===== src/rtl/branch_pc_sequencer_if.sv =====
// Decode/ALU-side bundle for branch_pc_sequencer: instruction and operand inputs,
// program counter and pipeline-control outputs.
interface branch_pc_sequencer_if #(
    parameter int unsigned CNT_W = 16
);
    logic             stall_in;
    logic             instr_valid;
    logic [2:0]       Branch_type;
    logic             Jump;
    logic [31:0]      Imm_ext;
    logic [25:0]      Jump_target;
    logic             Zero;
    logic [31:0]      Rs_data;

    logic [31:0]      PC;
    logic             branch_stall;
    logic             flush;
    logic             Branch_taken;
    logic [CNT_W-1:0] branch_cnt;
    logic [CNT_W-1:0] taken_cnt;

    // Control unit / ALU side
    modport master (
        output stall_in, instr_valid, Branch_type, Jump, Imm_ext, Jump_target, Zero, Rs_data,
        input  PC, branch_stall, flush, Branch_taken, branch_cnt, taken_cnt
    );

    // Sequencer side
    modport slave (
        input  stall_in, instr_valid, Branch_type, Jump, Imm_ext, Jump_target, Zero, Rs_data,
        output PC, branch_stall, flush, Branch_taken, branch_cnt, taken_cnt
    );
endinterface


===== src/rtl/branch_pc_sequencer.sv =====
// Multi-cycle next-PC controller: owns the PC, resolves conditional branches in a
// dedicated EVAL cycle, redirects/flushes fetch on taken branches and jumps.
module branch_pc_sequencer #(
    parameter logic [31:0] RESET_PC = 32'h0000_0000,
    parameter int unsigned CNT_W    = 16
) (
    input logic                  clk,
    input logic                  rst_n,
    branch_pc_sequencer_if.slave bus
);

    typedef enum logic [1:0] {
        FETCH    = 2'd0,
        EVAL     = 2'd1,
        REDIRECT = 2'd2
    } state_e;

    typedef enum logic [2:0] {
        BR_NONE = 3'b000,
        BR_BEQ  = 3'b001,
        BR_BNE  = 3'b010,
        BR_BLTZ = 3'b011,
        BR_BLEZ = 3'b100,
        BR_BGTZ = 3'b101
    } br_type_e;

    state_e           state_q, state_d;
    logic [31:0]      pc_q, pc_d;
    logic [CNT_W-1:0] bcnt_q, bcnt_d;
    logic [CNT_W-1:0] tcnt_q, tcnt_d;
    logic             taken_q, taken_d;

    logic [31:0]      pc4_q, pc4_d;
    logic [31:0]      imm_q, imm_d;
    br_type_e         type_q, type_d;

    logic [31:0]      pc_plus4;
    logic             is_branch;
    logic             rs_zero, ltz, lez, gtz;
    logic             cond;

    assign pc_plus4  = pc_q + 32'd4;
    assign is_branch = (bus.Branch_type >= 3'b001) && (bus.Branch_type <= 3'b101);

    // Sign/zero flags of rs, consumed only while resolving in EVAL
    assign rs_zero = (bus.Rs_data == 32'd0);
    assign ltz     = bus.Rs_data[31];
    assign lez     = ltz | rs_zero;
    assign gtz     = ~ltz & ~rs_zero;

    always_comb begin
        cond = 1'b0;
        case (type_q)
            BR_BEQ:  cond = bus.Zero;
            BR_BNE:  cond = ~bus.Zero;
            BR_BLTZ: cond = ltz;
            BR_BLEZ: cond = lez;
            BR_BGTZ: cond = gtz;
            default: cond = 1'b0;
        endcase
    end

    // Next-state and datapath update; stall_in freezes everything.
    always_comb begin
        // NOTE: every variable gets a default first so no path infers a latch.
        state_d = state_q;
        pc_d    = pc_q;
        bcnt_d  = bcnt_q;
        tcnt_d  = tcnt_q;
        taken_d = 1'b0;
        pc4_d   = pc4_q;
        imm_d   = imm_q;
        type_d  = type_q;

        if (!bus.stall_in) begin
            case (state_q)
                FETCH: begin
                    if (bus.instr_valid) begin
                        if (bus.Jump) begin
                            pc_d    = {pc_plus4[31:28], bus.Jump_target, 2'b00};
                            state_d = REDIRECT;
                        end else if (is_branch) begin
                            pc4_d   = pc_plus4;
                            imm_d   = bus.Imm_ext;
                            type_d  = br_type_e'(bus.Branch_type);
                            state_d = EVAL;
                        end else begin
                            pc_d = pc_plus4;
                        end
                    end
                end
                EVAL: begin
                    bcnt_d = (bcnt_q == '1) ? bcnt_q : bcnt_q + CNT_W'(1);
                    if (cond) begin
                        pc_d    = pc4_q + (imm_q << 2);
                        tcnt_d  = (tcnt_q == '1) ? tcnt_q : tcnt_q + CNT_W'(1);
                        taken_d = 1'b1;
                        state_d = REDIRECT;
                    end else begin
                        pc_d    = pc4_q;
                        state_d = FETCH;
                    end
                end
                REDIRECT: state_d = FETCH;
                default:  state_d = FETCH;
            endcase
        end
    end

    // NOTE: sequential state uses non-blocking assignments so all registers
    // update together from pre-edge values.
    always_ff @(posedge clk) begin
        if (!rst_n) begin
            state_q <= FETCH;
            pc_q    <= RESET_PC;
            bcnt_q  <= '0;
            tcnt_q  <= '0;
            taken_q <= 1'b0;
        end else begin
            state_q <= state_d;
            pc_q    <= pc_d;
            bcnt_q  <= bcnt_d;
            tcnt_q  <= tcnt_d;
            taken_q <= taken_d;
        end
    end

    // NOTE: captured branch operands carry no reset; they are always written in
    // FETCH before EVAL reads them.
    always_ff @(posedge clk) begin
        pc4_q  <= pc4_d;
        imm_q  <= imm_d;
        type_q <= type_d;
    end

    assign bus.PC           = pc_q;
    assign bus.branch_stall = (state_q == EVAL);
    assign bus.flush        = (state_q == REDIRECT);
    assign bus.Branch_taken = taken_q;
    assign bus.branch_cnt   = bcnt_q;
    assign bus.taken_cnt    = tcnt_q;

endmodule


===== src/flat_wrapper.sv =====
// flat-port wrapper written by rule: the top's interface ports become plain ports
module branch_pc_sequencer_flat 
#(
    parameter logic [31:0] RESET_PC = 32'h0000_0000,
    parameter int unsigned CNT_W    = 16
)
  (clk, rst_n, bus_stall_in, bus_instr_valid, bus_Branch_type, bus_Jump, bus_Imm_ext, bus_Jump_target, bus_Zero, bus_Rs_data, bus_PC, bus_branch_stall, bus_flush, bus_Branch_taken, bus_branch_cnt, bus_taken_cnt);
  branch_pc_sequencer_if #(.CNT_W(CNT_W)) bus_i ();
  input logic clk;
  input logic rst_n;
  input wire logic [$bits(bus_i.stall_in)-1:0] bus_stall_in;
  input wire logic [$bits(bus_i.instr_valid)-1:0] bus_instr_valid;
  input wire logic [$bits(bus_i.Branch_type)-1:0] bus_Branch_type;
  input wire logic [$bits(bus_i.Jump)-1:0] bus_Jump;
  input wire logic [$bits(bus_i.Imm_ext)-1:0] bus_Imm_ext;
  input wire logic [$bits(bus_i.Jump_target)-1:0] bus_Jump_target;
  input wire logic [$bits(bus_i.Zero)-1:0] bus_Zero;
  input wire logic [$bits(bus_i.Rs_data)-1:0] bus_Rs_data;
  output wire logic [$bits(bus_i.PC)-1:0] bus_PC;
  output wire logic [$bits(bus_i.branch_stall)-1:0] bus_branch_stall;
  output wire logic [$bits(bus_i.flush)-1:0] bus_flush;
  output wire logic [$bits(bus_i.Branch_taken)-1:0] bus_Branch_taken;
  output wire logic [$bits(bus_i.branch_cnt)-1:0] bus_branch_cnt;
  output wire logic [$bits(bus_i.taken_cnt)-1:0] bus_taken_cnt;
  assign bus_i.stall_in = bus_stall_in;
  assign bus_i.instr_valid = bus_instr_valid;
  assign bus_i.Branch_type = bus_Branch_type;
  assign bus_i.Jump = bus_Jump;
  assign bus_i.Imm_ext = bus_Imm_ext;
  assign bus_i.Jump_target = bus_Jump_target;
  assign bus_i.Zero = bus_Zero;
  assign bus_i.Rs_data = bus_Rs_data;
  assign bus_PC = bus_i.PC;
  assign bus_branch_stall = bus_i.branch_stall;
  assign bus_flush = bus_i.flush;
  assign bus_Branch_taken = bus_i.Branch_taken;
  assign bus_branch_cnt = bus_i.branch_cnt;
  assign bus_taken_cnt = bus_i.taken_cnt;
  branch_pc_sequencer #(.RESET_PC(RESET_PC), .CNT_W(CNT_W)) u_core (.clk(clk), .rst_n(rst_n), .bus(bus_i));
endmodule

===== config.mk =====
export PLATFORM = sky130hd
export DESIGN_NAME = branch_pc_sequencer_flat
export DESIGN_NICKNAME = d
export VERILOG_FILES = /design/src/rtl/branch_pc_sequencer_if.sv /design/src/rtl/branch_pc_sequencer.sv /design/src/flat_wrapper.sv
export SDC_FILE = /design/constraint.sdc
export NUM_CORES = 1
export LEC_CHECK = 0
export BUFFER_PORTS_ARGS = -buffer_cell sky130_fd_sc_hd__buf_2
export CORE_ASPECT_RATIO = 1.25
export CORE_MARGIN = 8
export CORE_UTILIZATION = 25
export CTS_CLUSTER_DIAMETER = 150
export CTS_CLUSTER_SIZE = 16
export DETAILED_ROUTE_END_ITERATION = 8
export HOLD_SLACK_MARGIN = 0.15
export PLACE_DENSITY = 0.49
export SLEW_MARGIN = 20
export SYNTH_ARGS = -nofsm -noshare
export SYNTH_HDL_FRONTEND = slang
export SYNTH_SLANG_ARGS = --single-unit

===== constraint.sdc =====
create_clock -name clk -period 11.6 [get_ports clk]
set_input_delay 0.58 -clock clk [delete_from_list [all_inputs] [get_ports clk]]
set_output_delay 0.58 -clock clk [all_outputs]
set_load 0.005 [all_outputs]

==> metrics.txt, run 1 <==
outcome=finished clean; worst skew pair latency=about 0.43 ns; Power Total=around 1.2 mW; hold wc startpoint=bus_Imm_ext[15]; r2r endpoint=u_core.bus.PC[29]; die height=~210 µm; Area Growth Syn to Fin=23.6%; worst flop-to-flop path startpoint=u_core.imm_q[16]; final worst setup slack=approximately 8.4 ns; First DRT Iteration DRCs=between 400 and 500; Leak=3.84 nW; drt drc=0; clock sinks=roughly 130; GRT Util Overall=0.145; CTS buffer count=17; skew final=~0.015 ns; FMAX=about 0.31 GHz; Critical Path Max Stage Delay=about 0.42 ns; PortBufs=163; Worst-path clk slew=about 0.07 ns; flops & latches, synth=roughly 130; Die Footprint=approximately 38000 µm²; CTS Hold Buffers Added=0; Row Count=~70; Chip Width=175 µm; drt via density=5.07; first-pass GRT wire length=approximately 43000 µm; Vias=about 7300; CTS H-tree lvls=4; layout cells sized above 1=0.220; core footprint=31000 µm²; antenna violations before repair=7; Hold Crit Class=in -> reg; total iterations of the first detailed-routing run=5; Req. time, crit path=approximately 12 ns; ANT cells=0; Starting Density=0.254; Final Critical Period=about 3.2 ns; Post-CTS Setup Bufs=0; pwr/cell area=approximately 120 nW/µm²; critical path's top delay family=compound AO/OA/AOI/OAI gates; CP Launch Type=flip-flop; synth warn=0; TritonCTS clock tree=done; wire length per cell=19.1 µm; CP Cell Sequence=ha_1 -> a21o_1 -> a211o_1 -> a211oi_1 -> a21oi_1 -> o31a_1 -> or3_1 -> a211o_1 -> a32o_1; grt ovf=0; Least-Margin Pin Slew=approximately 1.1 ns; crit path max fanout=7; Setup WS pre-CTS=7.99 ns; Reg2Reg Depth=9; nets=approximately 1200; filler cell count=3364; CP Buf/Inv Count=0; post-cts gate resize count=0; area of the mapped netlist=roughly 7900 µm²; unrepaired setup endpoints after global routing=no; crit path DAT=~3.5 ns; setup TNS=0 ns; max-cap violations=0; Worst Setup SP=u_core.imm_q[16]; final setup vio count=0; WHS Path Cells=1; Routability Congestion=~0.84; largest net degree at the start of global routing=53; Synth Area per Inst=9.07 µm²; critical path's slowest cell=edfxtp_1; Synth Flop Type=dfxtp_1; Ports=between 150 and 200; Post-synth EDFFs=65; Critical Path End Type=flip-flop; Final Cycle Share=0.278; Post-Route Utilization=0.315; post-DP HPWL=slightly below 20000 µm; Async S/R FF share, synth=0; Hold Path End=u_core.imm_q[15]; drt total wl=roughly 28000 µm; root buf cell=clkbuf_16; Worst VDD drop=0.0766 mV; Routed Antenna Nets=0; Hold Vio Cnt, Final=0; reg2reg setup slack=between 8 and 9 ns; Synth cell types=69; vias in the first global route=~7400; CP dominant cell by count=a211o_1; Max transition margin=0.298; max-slew violations=0; Clock Tree Buf Depth=2; cells after synthesis=a little under 900; sequential area share after synthesis=0.418; Crit Path Class=reg -> reg; Net Count, Synth=around 1000
-- layout by cell type, fill, tap and decap left out, types with 10 or more instances in the layout --
cell type / count
buf_2: 163
nor2_1: 95
nand2_1: 73
dfxtp_1: 67
edfxtp_1: 65
a21oi_1: 59
xnor2_1: 49
o21ai_0: 43
ha_1: 32
nand3_1: 27
nor3_1: 24
inv_1: 23
a21o_1: 20
nand4_1: 19
clkbuf_16: 19
nor4_1: 18
o211ai_1: 18
xor2_1: 14
buf_4: 14
and3_1: 12
nand2b_1: 12
mux2i_1: 12
a211oi_1: 10
or3_1: 10
a31oi_1: 10
-- layer usage --
| layer | vias up | share of wire | track usage |
|---|---|---|---|
| met5 | - | 0.0032 | 0 |
| met4 | 14 | 0.017 | 0.0459 |
| met3 | 42 | 0.060 | 0.0421 |
| met2 | 208 | 0.49 | 0.249 |
| met1 | 3487 | 0.43 | 0.172 |
| li1 | 3577 | - | - |
-- worst max-delay path by stage --
stage | endpoint | slack (ns) | cells after the start
final | u_core.bus.PC[29] | 8.37 | 9
after CTS | u_core.bus.PC[29] | 8.38 | 9
after floorplan | u_core.imm_q[0] | 5.16 | 4
after detailed placement | u_core.bus.PC[31] | 7.99 | 10
after global routing | u_core.bus.PC[29] | 8.15 | 9
after global placement | u_core.bus.PC[31] | 8.08 | 10
-- worst reg2reg max path: cells and delay by family, from the launching register on --
family / cells / cell delay, ns
AND/OR/NAND/NOR: 1 / 0.36
flip-flops: 1 / 0.42
AO/OA/AOI/OAI: 7 / 1.91
adder cells (fa/ha/maj): 1 / 0.42
-- where the power goes --
group	total (mW)	switching (mW)	internal, mW
sequential	0.518	0.0148	0.503
combinational	0.134	0.0781	0.0561
clock	0.545	0.240	0.305
total	1.20	0.333	0.864
-- through the flow --
stage / hold slack (ns) / cells / instance area (µm²)
floorplan: 0.425 / 869 / 7890
global placement: 0.448 / 1413 / 9160
detailed placement: 0.455 / 1413 / 9160
CTS: 0.302 / 1445 / 9750
global route: 0.302 / 1445 / 9750
finish: 0.322 / 1445 / 9750
-- cell families after synthesis --
| kind of cell | Yosys count | share of synthesized area |
|---|---|---|
| compound gates | 238 | 0.206 |
| xor+xnor | 63 | 0.0700 |
| fa+ha+maj | 33 | 0.0533 |
| buf+inv | 64 | 0.0316 |
| flops | 132 | 0.418 |
| mux | 20 | 0.0267 |
| simple gates | 319 | 0.195 |
-- sequential cells by signal, summed over array words and instances (netlist names) --
register                 count
u_core.bus.Branch_taken      1
u_core.bus.PC               32
u_core.bus.branch_cnt       16
u_core.bus.taken_cnt        16
u_core.imm_q                30
u_core.pc4_q                32
u_core.state_q               2
u_core.type_q                3
-- area by class of cell --
type,count,area [µm²],area share
Tap cell,407,509,0.0522
Multi-Input combinational cell,673,4350,0.446
Timing Repair Buffer,177,921,0.0945
Inverter,24,90.1,0.00924
Sequential cell,132,3290,0.338
Clock buffer,19,475,0.0488
Clock inverter,13,110,0.0113
-- synthesized netlist by cell type (all sizes together) (4+ instances only) --
cell,count,share of area
a311o,5,0.0063
edfxtp,65,0.25
and3,12,0.0095
o221a,4,0.0057
nand2b,12,0.0095
nor3,24,0.015
and2,4,0.0032
o211ai,18,0.017
nor2b,6,0.0048
a21oi,59,0.037
xnor2,49,0.054
o221ai,7,0.0078
a211oi,10,0.0095
nor2,96,0.046
nor4,18,0.014
nand3,27,0.017
nand4,19,0.015
nand2,73,0.035
o21a,7,0.0067
or3,10,0.0079
xor2,14,0.016
a211o,8,0.0089
ha,32,0.051
mux2i,12,0.015
dfxtp,67,0.17
o21ai,48,0.031
clkbuf,37,0.018
and4,6,0.0067
mux2,8,0.011
a21boi,4,0.0038
a21o,20,0.019
a31oi,10,0.0079
inv,24,0.011
No activity file was read; power rests on OpenSTA's default activity.
==> run 2, diff against run 1 <==
PLACE_DENSITY = 0.5   (was 0.49)
clock period = 2.9 ns   (was 11.6 ns; I/O delays follow)
==> run 2 against run 1 <==
Against the previous run: final area grew 9.8%; global-route usage grew 0.59 points; clock skew shrank 0.0033 ns; cell count grew 6.4%; setup slack lost 8.3 ns; largest cell class unchanged; core utilization grew 3.1 points; clock power grew to 4.0 times the previous value; critical path depth is the same; register-to-register slack lost 8.3 ns; via count grew 5.0%; sequential cell count is the same.
==> metrics.txt, run 2 (same netlist as run 1, synthesis figures left out) <==
outcome=finished clean; worst skew pair latency=~0.43 ns; final instance area=between 10000 and 15000 µm²; Hold Vio Cnt, Final=0; max-slew violations=0; layout cells sized above 1=0.266; drt drc=0; Reg2Reg Depth=9; Worst-path clk slew=0.07 ns; Vias=between 7000 and 8000; pwr/cell area=~460 nW/µm²; Hold Path End=u_core.bus.PC[14]; nets=1250; Worst Setup SP=u_core.imm_q[1]; most frequent cells in the layout=buf_2, nor2_1, nand2_1, dfxtp_1; area occupied by multi-input gates=4490 µm²; Final Critical Period=roughly 2.8 ns; wire length per cell=approximately 19 µm; Routability Congestion=between 0.8 and 0.9; crit path DAT=3.15 ns; CP Launch Type=flip-flop; PortBufs=about 160; max-cap violations=0; core footprint=about 31000 µm²; CTS H-tree lvls=4; setup TNS=0 ns; Row Count=just over 70; r2r endpoint=u_core.bus.PC[29]; Least-Margin Pin Slew=roughly 0.96 ns; skew final=roughly 0.012 ns; first-pass GRT wire length=44500 µm; critical path's slowest cell=edfxtp_1; Chip Width=175 µm; Ports=166; Critical Path Max Stage Delay=0.46 ns; sequential cell area=approximately 3300 µm²; hold wc startpoint=bus_Jump_target[12]; final setup vio count=0; die height=about 210 µm; Power Total=between 4 and 5 mW; total iterations of the first detailed-routing run=5; ANT cells=0; crit path max fanout=4; root buf cell=clkbuf_16; filler cell count=3318; vias in the first global route=slightly below 8000; Starting Density=0.254; drt total wl=roughly 29000 µm; clock sinks=132; Worst VDD drop=0.274 mV; post-DP HPWL=roughly 21000 µm; commonest non-fill, non-tap cell in the layout=buf_2; reg2reg setup slack=around 0.08 ns; WHS Path Cells=4; TritonCTS clock tree=done; Area Growth Syn to Fin=35.8%; worst flop-to-flop path startpoint=u_core.imm_q[1]; First DRT Iteration DRCs=between 400 and 500; antenna violations before repair=3; DP Area=approximately 9600 µm²; unrepaired setup endpoints after global routing=no; FMAX=between 0.3 and 0.4 GHz; Routed Antenna Nets=0; Die Footprint=between 30000 and 40000 µm²; grt ovf=0; largest net degree at the start of global routing=47; drt via density=5.00; Clock Tree Buf Depth=2; Hold Crit Class=in -> reg; Final Cycle Share=0.973; Req. time, crit path=between 3 and 4 ns; Critical Path End Type=flip-flop; Max transition margin=0.358; Leak=between 4 and 5 nW; CTS buffer count=17; Crit Path Class=reg -> reg; CP Cell Sequence=ha_4 -> a211oi_2 -> o21bai_2 -> o2111ai_2 -> a21oi_1 -> o31a_1 -> or3_1 -> a211o_1 -> a32o_1; GRT Util Overall=0.151; critical path's top delay family=compound AO/OA/AOI/OAI gates; CP Buf/Inv Count=0
==> run 2: cell types whose count changed in the layout (fill, tap and decap cells not counted), moves of 2 or more <==
| cell | before | now |
|---|---|---|
| a2111oi_0 | 3 | 1 |
| a2111oi_1 | 0 | 2 |
| a211oi_1 | 10 | 7 |
| a211oi_2 | 0 | 3 |
| a21oi_1 | 59 | 55 |
| a21oi_2 | 0 | 4 |
| buf_12 | 0 | 2 |
| buf_4 | 14 | 65 |
| dlygate4sd3_1 | 0 | 40 |
| ha_1 | 32 | 24 |
| ha_2 | 0 | 3 |
| ha_4 | 0 | 5 |
==> run 2: repair_timing <==
action,CTS,global route
endpoints found under the setup margin,2,12
cloned,0,0
buffers inserted,0,1
resized for setup,3,21
hold buffers,40,0
pin swaps,0,7
hold endpoints to repair,41,0
==> run 2: how the worst max path moves through the flow <==
| stage | to | slack (ns) | cells after the start |
|---|---|---|---|
| finish | u_core.bus.PC[29] | 0.08 | 9 |
| floorplan | u_core.imm_q[0] | 0.05 | 3 |
| global route | u_core.bus.PC[29] | 0.001 | 9 |
| CTS | u_core.bus.PC[29] | 0.02 | 9 |
| global placement | u_core.bus.PC[29] | -0.08 | 9 |
| detailed placement | u_core.bus.PC[29] | -0.07 | 9 |
==> run 2: where the power goes <==
| group | internal [mW] | total, mW | switching (mW) |
|---|---|---|---|
| registers | 2.01 | 2.06 | 0.0533 |
| logic | 0.306 | 0.657 | 0.351 |
| clock network | 1.22 | 2.19 | 0.964 |
| total | 3.54 | 4.91 | 1.37 |
==> run 2: through the flow <==
stage | worst slack (ns) | cells | util | hold WS (ns)
CTS | 0.0161 | 1537 | 0.342 | 0.160
global route | 0.00124 | 1538 | 0.346 | 0.181
floorplan | 0.0460 | 869 | - | 0.244
finish | 0.0793 | 1538 | 0.346 | 0.182
detailed placement | -0.0698 | 1465 | 0.309 | 0.324
global placement | -0.0769 | 1465 | 0.309 | 0.324
==> run 2: metal layers <==
metal | part of all wire | track usage | wire length, µm
met5 | 0.0011 | 0 | 32
met4 | 0.021 | 0.0518 | 600
met3 | 0.049 | 0.0384 | 1410
met2 | 0.49 | 0.260 | 14100
met1 | 0.44 | 0.179 | 12500
==> run 2: cell type report <==
type                       count  area share
tap                          407      0.0476
sequential                   132       0.308
clock inverter                13      0.0103
clock buffer                  19      0.0444
multi-input combinational    673       0.419
inverter                      24     0.00841
timing repair buffer         270       0.163
==> run 2: worst min-delay path: stages <==
cell and delay [ns]:
buf_2 0.08, mux2i_1 0.05, o21ai_0 0.14, o221a_2 0.17
==> run 3, diff against run 2 <==
BUFFER_PORTS_ARGS = -buffer_cell sky130_fd_sc_hd__buf_4   (was -buffer_cell sky130_fd_sc_hd__buf_2)
==> run 3 against run 2 <==
Against the previous run: clock power about the same; non-clock buffer count up 8; total power up 1.1%; clock-buffer cell count down 2; sequential cell count unchanged; worst hold slack worse by 0.0043 ns; sequential power about the same; clock skew up 0.0010 ns.
==> metrics.txt, run 3 (same netlist as run 1, synthesis figures left out) <==
clock sinks=132; CTS buffer count=17; Hold Vio Cnt, Final=0; Max transition margin=0.355; wire length per cell=18.4 µm; largest net degree at the start of global routing=64; post-DP HPWL=about 21000 µm; layout cells sized above 1=0.270; Sw Share=0.289; Area Growth Syn to Fin=41.9%; Clock Tree Buf Depth=2; Req. time, crit path=around 3.2 ns; max-cap violations=0; Final Cycle Share=0.966; Leak=4.41 nW; PortBufs=163; Net Sw Power=between 1 and 1.5 mW; Critical Path End Type=flip-flop; clock power share=0.439; filler cell count=3199; Final Critical Period=about 2.8 ns; First DRT Iteration DRCs=approximately 380; outcome=finished clean; GRT Util Overall=0.150; Least-Margin Pin Slew=about 0.97 ns; Chip Width=around 170 µm; Starting Density=0.254; unrepaired setup endpoints after global routing=yes; Hold Crit Class=in -> reg; worst skew pair latency=roughly 0.43 ns; die height=between 200 and 250 µm; pwr/cell area=roughly 440 nW/µm²; CTS H-tree lvls=4; Post-Route Utilization=0.361; most frequent cells in the layout=buf_4, nor2_1, nand2_1, dfxtp_1, edfxtp_1; CP Launch Type=flip-flop; TritonCTS clock tree=done; ANT cells=0; combinational power share=0.145; Ports=about 170; drt drc=0; drt total wl=28400 µm; Setup WS pre-CTS=-0.0327 ns; Crit Path Class=reg -> reg; nets=between 1000 and 1500; skew final=0.0131 ns; grt ovf=0; Worst VDD drop=between 0.2 and 0.3 mV; max-slew violations=0; vias in the first global route=roughly 8000; commonest non-fill, non-tap cell in the layout=buf_4; Internal=3.53 mW; first-pass GRT wire length=roughly 44000 µm; crit path DAT=3.13 ns; antenna violations before repair=0; crit path max fanout=3; Worst-path clk slew=0.07 ns; Routed Antenna Nets=0; FMAX=about 0.36 GHz; Routability Congestion=0.866; final worst setup slack=between 0.09 and 0.1 ns; final setup vio count=0; core footprint=31000 µm²; Row Count=between 70 and 80; drt via density=4.97; total iterations of the first detailed-routing run=5; root buf cell=clkbuf_16; Die Footprint=around 38000 µm²; Sequential Power Share=0.416; Vias=just under 8000
==> run 3: final cells by class <==
class                      instances  area [µm²]  share of cell area
inverter                          24        90.1             0.00805
clock inverter                    15         158              0.0141
timing repair buffer             278        2230               0.199
multi-input combinational        673        4480               0.401
tap                              407         509              0.0455
clock buffer                      17         425              0.0380
sequential                       132        3290               0.294
==> run 3: path summary, 6_finish.rpt <==
| path | depth (start not counted) | endpoint | start | slack, ns |
|---|---|---|---|---|
| worst max-delay path | 10 | u_core.bus.PC[29] | u_core.imm_q[16] | 0.1 |
| worst min-delay path | 4 | u_core.bus.PC[14] | bus_Jump_target[12] | 0.18 |
| worst max register to register | 10 | u_core.bus.PC[29] | u_core.imm_q[16] | 0.1 |
| worst min register to register | 0 | u_core.pc4_q[1] | u_core.bus.PC[1] | 0.48 |
==> run 3: metrics by stage <==
stage / hold slack, ns / instance area (µm²) / setup TNS [ns] / cells / power, mW
2_1_floorplan: 0.244 / 7900 / 0 / 869 / 2.42
3_3_place_gp: 0.325 / 10100 / -0.0202 / 1471 / 2.76
3_5_place_dp: 0.324 / 10100 / -0.0327 / 1471 / 2.76
4_1_cts: 0.156 / 11100 / 0 / 1545 / 5.01
5_1_grt: 0.197 / 11200 / -0.0230 / 1546 / 5.18
6_report: 0.178 / 11200 / 0 / 1546 / 4.96
==> run 3: repair_timing <==
item,in CTS,in global routing
endpoints found under the setup margin,1,13
pin swaps,0,6
endpoints found under the hold margin,46,0
hold buffers,42,0
setup buffers,0,1
resized for setup,3,25
==> run 3: worst max-delay path, stage by stage (launching register included) <==
cell and delay, ns:
edfxtp_1 0.39, ha_1 0.32, a21o_1 0.18, a211o_1 0.32
buf_4 0.15, o221ai_2 0.15, a21oi_2 0.07, o31a_1 0.26
or3_1 0.35, a211o_1 0.29, a32o_1 0.21
==> run 3: power by group through the flow <==
stage | logic [mW] | registers, mW | clock network (mW)
final | 0.720 | 2.06 | 2.18
after global routing | 0.791 | 2.07 | 2.32
after CTS | 0.715 | 2.06 | 2.24
after detailed placement | 0.663 | 2.10 | 0
after global placement | 0.659 | 2.10 | 0
after floorplan | 0.326 | 2.09 | 0
==> run 3: layer usage <==
layer,vias to the layer above,global-route usage,part of all wire
met2,192,0.259,0.49
met1,3693,0.179,0.44
met5,-,0,0
met3,33,0.0370,0.052
met4,0,0.0490,0.019
li1,3772,-,-
